===== src/rtl/dmem_access_ctrl.sv =====
// ---------------------------------------------------------------------------
// dmem_access_ctrl
//
// Load/store initiator for the pipeline's data-memory port. Takes one request
// at a time from the MEM stage, checks it, and drives the DMEM byte/half/word
// port. Misaligned half/word accesses (when ALLOW_MISALIGNED=1) are split
// into sequential byte beats; loaded bytes are reassembled and sign- or
// zero-extended here. Faulty requests are answered with an error code and
// never reach DMEM.
//
// Handshake rules (both channels): a transfer happens on a rising edge where
// valid and ready are both high. req_ready is high only in IDLE; resp_valid
// is high only in RESP and stays up, with data stable, until resp_ready.
//
// Ports
//   clk, rst                 clock, synchronous active-high reset
//   req_valid/req_ready      request handshake
//   req_we, req_size,        store flag, size code (01 B, 10 H, 11 W),
//   req_signed               load sign-extension flag
//   req_addr, req_wdata      byte address, LSB-aligned store data
//   resp_valid/resp_ready    response handshake
//   resp_rdata, resp_err     load result, error (00 ok, 01 misaligned,
//                            10 out of range, 11 illegal size)
//   dmem_addr, dmem_wdata    DMEM address / write data
//   dmem_mem_read            DMEM read code {sign, size}, 000 = idle
//   dmem_mem_write           DMEM write code (size), 00 = idle
//   dmem_rdata               DMEM combinational read data
//   dbg_state                current FSM state (0 IDLE, 1 ACCESS, 2 RESP)
// ---------------------------------------------------------------------------
module dmem_access_ctrl #(
    parameter int DATA_WIDTH       = 32,
    parameter int DMEM_SIZE        = 1024,
    parameter bit ALLOW_MISALIGNED = 1'b1
) (
    input  logic                  clk,
    input  logic                  rst,
    input  logic                  req_valid,
    output logic                  req_ready,
    input  logic                  req_we,
    input  logic [1:0]            req_size,
    input  logic                  req_signed,
    input  logic [DATA_WIDTH-1:0] req_addr,
    input  logic [DATA_WIDTH-1:0] req_wdata,
    output logic                  resp_valid,
    input  logic                  resp_ready,
    output logic [DATA_WIDTH-1:0] resp_rdata,
    output logic [1:0]            resp_err,
    output logic [DATA_WIDTH-1:0] dmem_addr,
    output logic [DATA_WIDTH-1:0] dmem_wdata,
    output logic [2:0]            dmem_mem_read,
    output logic [1:0]            dmem_mem_write,
    input  logic [DATA_WIDTH-1:0] dmem_rdata,
    output logic [1:0]            dbg_state
);

    typedef enum logic [1:0] {
        S_IDLE   = 2'd0,
        S_ACCESS = 2'd1,
        S_RESP   = 2'd2
    } state_e;

    state_e state_q, state_d;

    logic                  we_q;
    logic [1:0]            size_q;
    logic                  sgn_q;
    logic [DATA_WIDTH-1:0] addr_q;
    logic [DATA_WIDTH-1:0] wdata_q;
    logic [2:0]            beats_q;
    logic [1:0]            beat_q;
    logic [31:0]           asm_q;
    logic [31:0]           rdata_q;
    logic [1:0]            err_q;

    // ------------------------------------------------------------------
    // Request decode (only meaningful in IDLE)
    // ------------------------------------------------------------------
    logic [2:0]  req_nbytes;
    logic [32:0] req_last;
    logic        req_oor;
    logic        req_misal;
    logic [1:0]  req_err;
    logic        accept;

    always_comb begin
        req_nbytes = 3'd1;
        case (req_size)
            2'b10:   req_nbytes = 3'd2;
            2'b11:   req_nbytes = 3'd4;
            default: req_nbytes = 3'd1;
        endcase
    end

    // 33-bit sum so an address that wraps past 2^32 still reads as out of range.
    assign req_last  = {1'b0, req_addr} + 33'(req_nbytes) - 33'd1;
    assign req_oor   = req_last > 33'(DMEM_SIZE - 1);
    assign req_misal = ((req_size == 2'b10) && req_addr[0]) ||
                       ((req_size == 2'b11) && (req_addr[1:0] != 2'b00));

    always_comb begin
        req_err = 2'b00;
        if (req_size == 2'b00)                 req_err = 2'b11;
        else if (req_oor)                      req_err = 2'b10;
        else if (req_misal && !ALLOW_MISALIGNED) req_err = 2'b01;
    end

    assign accept = (state_q == S_IDLE) && req_valid;

    // ------------------------------------------------------------------
    // Beat bookkeeping and load reassembly
    // ------------------------------------------------------------------
    logic        split;
    logic        last_beat;
    logic [31:0] asm_next;
    logic [31:0] split_result;

    assign split     = (beats_q != 3'd1);
    assign last_beat = ({1'b0, beat_q} == (beats_q - 3'd1));

    // Assembly register with the current beat's byte already merged in, so
    // the final result can be formed in the last beat without an extra cycle.
    always_comb begin
        asm_next = asm_q;
        case (beat_q)
            2'd0:    asm_next[7:0]   = dmem_rdata[7:0];
            2'd1:    asm_next[15:8]  = dmem_rdata[7:0];
            2'd2:    asm_next[23:16] = dmem_rdata[7:0];
            default: asm_next[31:24] = dmem_rdata[7:0];
        endcase
    end

    assign split_result = (size_q == 2'b10) ?
                          {{16{sgn_q & asm_next[15]}}, asm_next[15:0]} :
                          asm_next;

    // ------------------------------------------------------------------
    // FSM: state register
    // ------------------------------------------------------------------
    always_ff @(posedge clk) begin
        if (rst) state_q <= S_IDLE;
        else     state_q <= state_d;
    end

    // ------------------------------------------------------------------
    // FSM: next state
    // ------------------------------------------------------------------
    always_comb begin
        state_d = state_q;
        case (state_q)
            S_IDLE: begin
                if (req_valid) state_d = (req_err != 2'b00) ? S_RESP : S_ACCESS;
            end
            S_ACCESS: begin
                if (last_beat) state_d = S_RESP;
            end
            S_RESP: begin
                if (resp_ready) state_d = S_IDLE;
            end
            default: state_d = S_IDLE;
        endcase
    end

    // ------------------------------------------------------------------
    // FSM: outputs. DMEM strobes are gated by rst so nothing commits on
    // the reset edge.
    // ------------------------------------------------------------------
    always_comb begin
        req_ready      = (state_q == S_IDLE);
        resp_valid     = (state_q == S_RESP);
        dmem_addr      = '0;
        dmem_wdata     = '0;
        dmem_mem_read  = 3'b000;
        dmem_mem_write = 2'b00;
        if ((state_q == S_ACCESS) && !rst) begin
            dmem_addr = addr_q + {30'd0, beat_q};
            if (split) begin
                if (we_q) begin
                    dmem_mem_write = 2'b01;
                    case (beat_q)
                        2'd0:    dmem_wdata = {24'd0, wdata_q[7:0]};
                        2'd1:    dmem_wdata = {24'd0, wdata_q[15:8]};
                        2'd2:    dmem_wdata = {24'd0, wdata_q[23:16]};
                        default: dmem_wdata = {24'd0, wdata_q[31:24]};
                    endcase
                end else begin
                    dmem_mem_read = 3'b001;
                end
            end else begin
                if (we_q) begin
                    dmem_mem_write = size_q;
                    dmem_wdata     = wdata_q;
                end else begin
                    dmem_mem_read = {sgn_q, size_q};
                end
            end
        end
    end

    assign resp_rdata = rdata_q;
    assign resp_err   = err_q;
    assign dbg_state  = state_q;

    // ------------------------------------------------------------------
    // Datapath registers
    // ------------------------------------------------------------------
    always_ff @(posedge clk) begin
        if (rst) begin
            we_q    <= 1'b0;
            size_q  <= 2'b00;
            sgn_q   <= 1'b0;
            addr_q  <= '0;
            wdata_q <= '0;
            beats_q <= 3'd1;
            beat_q  <= 2'd0;
            asm_q   <= '0;
            rdata_q <= '0;
            err_q   <= 2'b00;
        end else begin
            case (state_q)
                S_IDLE: begin
                    if (accept) begin
                        we_q    <= req_we;
                        size_q  <= req_size;
                        sgn_q   <= req_signed;
                        addr_q  <= req_addr;
                        wdata_q <= req_wdata;
                        beats_q <= req_misal ? req_nbytes : 3'd1;
                        beat_q  <= 2'd0;
                        asm_q   <= '0;
                        rdata_q <= '0;
                        err_q   <= req_err;
                    end
                end
                S_ACCESS: begin
                    beat_q <= beat_q + 2'd1;
                    asm_q  <= asm_next;
                    if (last_beat && !we_q) begin
                        // Aligned loads are already extended by DMEM.
                        rdata_q <= split ? split_result : dmem_rdata;
                    end
                end
                default: ;
            endcase
        end
    end

endmodule

===== config.mk =====
export PLATFORM = sky130hd
export DESIGN_NAME = dmem_access_ctrl
export DESIGN_NICKNAME = d
export VERILOG_FILES = /design/src/rtl/dmem_access_ctrl.sv
export SDC_FILE = /design/constraint.sdc
export NUM_CORES = 1
export LEC_CHECK = 0
export BUFFER_PORTS_ARGS = -buffer_cell sky130_fd_sc_hd__buf_2
export CORE_ASPECT_RATIO = 1.4
export CORE_MARGIN = 2
export CORE_UTILIZATION = 55
export DETAILED_ROUTE_END_ITERATION = 10
export HOLD_SLACK_MARGIN = 0.05
export PLACE_DENSITY_LB_ADDON = 0.3
export SLEW_MARGIN = 0
export SYNTH_ARGS = -nofsm -noshare
export SYNTH_HDL_FRONTEND = slang
export SYNTH_SLANG_ARGS = --single-unit

===== constraint.sdc =====
create_clock -name clk -period 7.8 [get_ports clk]
set_input_delay 1.17 -clock clk [delete_from_list [all_inputs] [get_ports clk]]
set_output_delay 1.17 -clock clk [all_outputs]
set_load 0.02 [all_outputs]

==> run_results.csv <==
group,metric,value,unit
finish,stdcell_count,1582,
routing,drtPass1Iterations,5,
worst_setup_path,end_kind,"output pin",
yosys,synth-edff-count,0,
place,hpwl,19300,µm
cts,clock_latency,0.43,ns
routing,wire_per_inst,17.0,µm
sta,setup_viol,0,
yosys,post_synth.cell_area_avg,7.30,µm²
floorplan,row_count,55,
sta,finalCritPeriodShare,57.8,%
sta,finalMaxSlewViolations,0,
sta,min_period,4.51,ns
routing,drtAntennaViolNets,0,
worst_hold_path,hp-start,"beats_q[1]$_SDFFE_PP0P_",
global_route,grt-ovfl-total,0,
worst_setup_path,rr_endpoint,"resp_rdata[23]$_SDFFE_PP0P_",
finish,final_area,10600,µm²
yosys,synthArstFlopShare,0,%
floorplan,fp.dieW,112,µm
cts,cts-hold-fix-buffers,0,
cts,cts_setup_buffers,0,
yosys,ys_warn_count,0,
sta,finalSetupTns,0,ns
cts,cts-root-buf,"clkbuf_16",
power_and_ir_drop,vdd_drop_max,0.000168,V
place,place_area,9960,µm²
routing,post-route-drc-count,0,
finish,drive_above_1_share,19.4,%
cts,clk_pin_slew,0.06,ns
routing,via_per_inst,5.93,
yosys,netlist_area,8950,µm²
floorplan,die-area,17300,µm²
sta,relSlewSlack,11.1,%
cts,cts.sinks,141,
yosys,synth_nets,1374,
global_route,grt_pass1_vias,8977,
global_route,grt_pass1_wl,42800,µm
cts,cts_resized,0,
sta,finClkSkew,0.0128,ns
cts,numCtsBuffers,17,
power_and_ir_drop,finalPower,1930,µW
worst_setup_path,path_class,"register to output pin",
floorplan,dieHeight,155,µm
routing,vias,9381,
power_and_ir_drop,power_density,183,nW/µm²
routing,drt_iter0_drc,772,
floorplan,io_pins,211,
power_and_ir_drop,leakagePower,0.00456,µW
floorplan,core,16000,µm²
sta,tightest_slew,1.33,ns
yosys,synthDistinctLibCells,64,
place,portBuffers,210,
worst_setup_path,reg2reg_depth,8,
yosys,ys.flop_type,"dfxtp_1",
floorplan,start_util,55.8,%
yosys,synth_seq_area_share,31.5,%
global_route,grt_start_max_net_pins,65,
job,drv_cap,0,
place,post-place-cells,1550,
finish,fillers,1472,
yosys,syn_inst,1226,
worst_setup_path,critPathMaxFanout,7,
worst_hold_path,min_path_cells,2,
cts,htree_levels,4,
global_route,grt_usage,30.1,%
worst_setup_path,crit_required,6.63,ns
worst_setup_path,r2r_start,"beat_q[0]$_SDFFE_PP0P_",
sta,fmax,222,MHz
cts,cts_buffer_depth,2,
finish,num_antenna_cells,0,
worst_setup_path,crit_arrival,3.34,ns
finish,area_growth,17.8,%
global_route,antenna_found_initial,0,
worst_hold_path,holdCritPathClass,"register to register",
worst_setup_path,r2r_slack,4.28,ns
finish,final_nets,1518,
worst_hold_path,hold_path_end,"beats_q[1]$_SDFFE_PP0P_",
sta,grt_setup_unrepaired,"false",
cts,cts_tree,"done",
place,gp_congestion,0.949,
sta,hold_viol,0,
yosys,ys_seq_elements,141,
outcome,status,"complete, no violations",
routing,wl,27000,µm
worst_setup_path,start_kind,"register",
-- cells in the final DEF, fill, tap and decap left out, types with 7 or more instances in the layout --
master / instances
a211oi_1: 33
a21oi_1: 146
a222oi_1: 8
a22o_1: 42
a31oi_1: 40
and2_1: 32
and3_1: 8
buf_2: 209
clkbuf_16: 17
dfxtp_1: 141
ha_1: 42
inv_1: 55
mux2i_1: 29
nand2_1: 216
nand2b_1: 8
nand3_1: 18
nand4_1: 11
nor2_1: 119
nor3_1: 11
o211ai_1: 9
o21a_1: 7
o21ai_0: 44
or3_1: 11
xnor2_1: 10
xor2_1: 21
-- worst max-delay path by stage --
stage                                           to  slack (ns)                   start  cells past startpoint
after floorplan           resp_err[1]$_SDFFE_PP0P_        3.77             req_size[0]                     14
after global placement    resp_err[1]$_SDFFE_PP0P_        3.20             req_size[0]                     16
after detailed placement  resp_err[1]$_SDFFE_PP0P_        3.17             req_size[0]                     16
after CTS                            dmem_addr[21]        3.25  beat_q[0]$_SDFFE_PP0P_                      9
after global routing                 dmem_addr[30]        3.08  beat_q[0]$_SDFFE_PP0P_                     10
final                                dmem_addr[21]        3.29  beat_q[0]$_SDFFE_PP0P_                      9
-- worst max-delay path: stages, from the launching register on --
cell	delay, ns
dfxtp_1	0.48
ha_1	0.25
a21o_1	0.16
nand4_1	0.21
nor2_1	0.50
nand2_1	0.19
or2_2	0.38
or3_1	0.32
a21oi_1	0.21
buf_2	0.21
-- cells by family after synthesis --
kind of cell	Yosys count	share of synthesized area [%]
flip-flops	141	31.5
XOR/XNOR	31	3.03
AND/OR/NAND/NOR	463	23.0
AO/OA/AOI/OAI	370	26.2
adder cells (fa/ha/maj)	44	6.32
buffers and inverters	145	6.26
multiplexers	32	3.62
-- stage by stage --
step                hold WS (ns)  utilization, %  setup WS (ns)
detailed placement         0.452            62.1           3.17
floorplan                  0.432               -           3.77
finish                     0.463            65.8           3.29
CTS                        0.459            65.8           3.25
global placement           0.440            62.1           3.20
global route               0.486            65.8           3.08
-- where the power goes --
| group | switching [µW] | internal (µW) |
|---|---|---|
| Sequential | 21.8 | 743 |
| Clock | 370 | 457 |
| Combinational | 215 | 119 |
-- state kept, by name, summed over array words and instances (netlist names) --
signal,cells
addr_q,32
asm_q,32
resp_rdata,32
wdata_q,32
beats_q,3
beat_q,2
dbg_state,2
resp_err,2
size_q,2
sgn_q,1
we_q,1
-- layer usage --
layer	vias to the layer above	part of all wire, %	track usage (%)
li1	4599	-	-
met2	343	51	55.7
met1	4358	39	33.6
met5	-	0	0
met4	0	4.1	15.4
met3	81	5.3	3.62
-- final cells by class --
type	instances	area [µm²]	share of cell area [%]
timing repair buffer	215	1090	10.3
multi-input combinational	940	5590	53.0
sequential	141	2820	26.8
clock inverter	15	168	1.59
clock buffer	17	425	4.03
tap	199	249	2.36
inverter	55	206	1.96
-- synthesized netlist by cell type (10+ instances only) --
cell	instances	area, µm²
a21oi_1	146	731
a31oi_1	40	250
clkbuf_1	73	274
o21ai_0	44	220
or3_1	12	75.1
ha_1	42	526
mux2i_1	29	290
nand4_1	11	68.8
nor3_1	11	55.1
nand2_1	217	815
inv_1	55	206
nand3_1	18	90.1
nor2_1	120	450
and2_1	32	200
a211oi_1	33	248
xor2_1	21	184
dfxtp_1	141	2820
a22o_1	42	368
xnor2_1	10	87.6
Power figures use the tool's default switching activity.
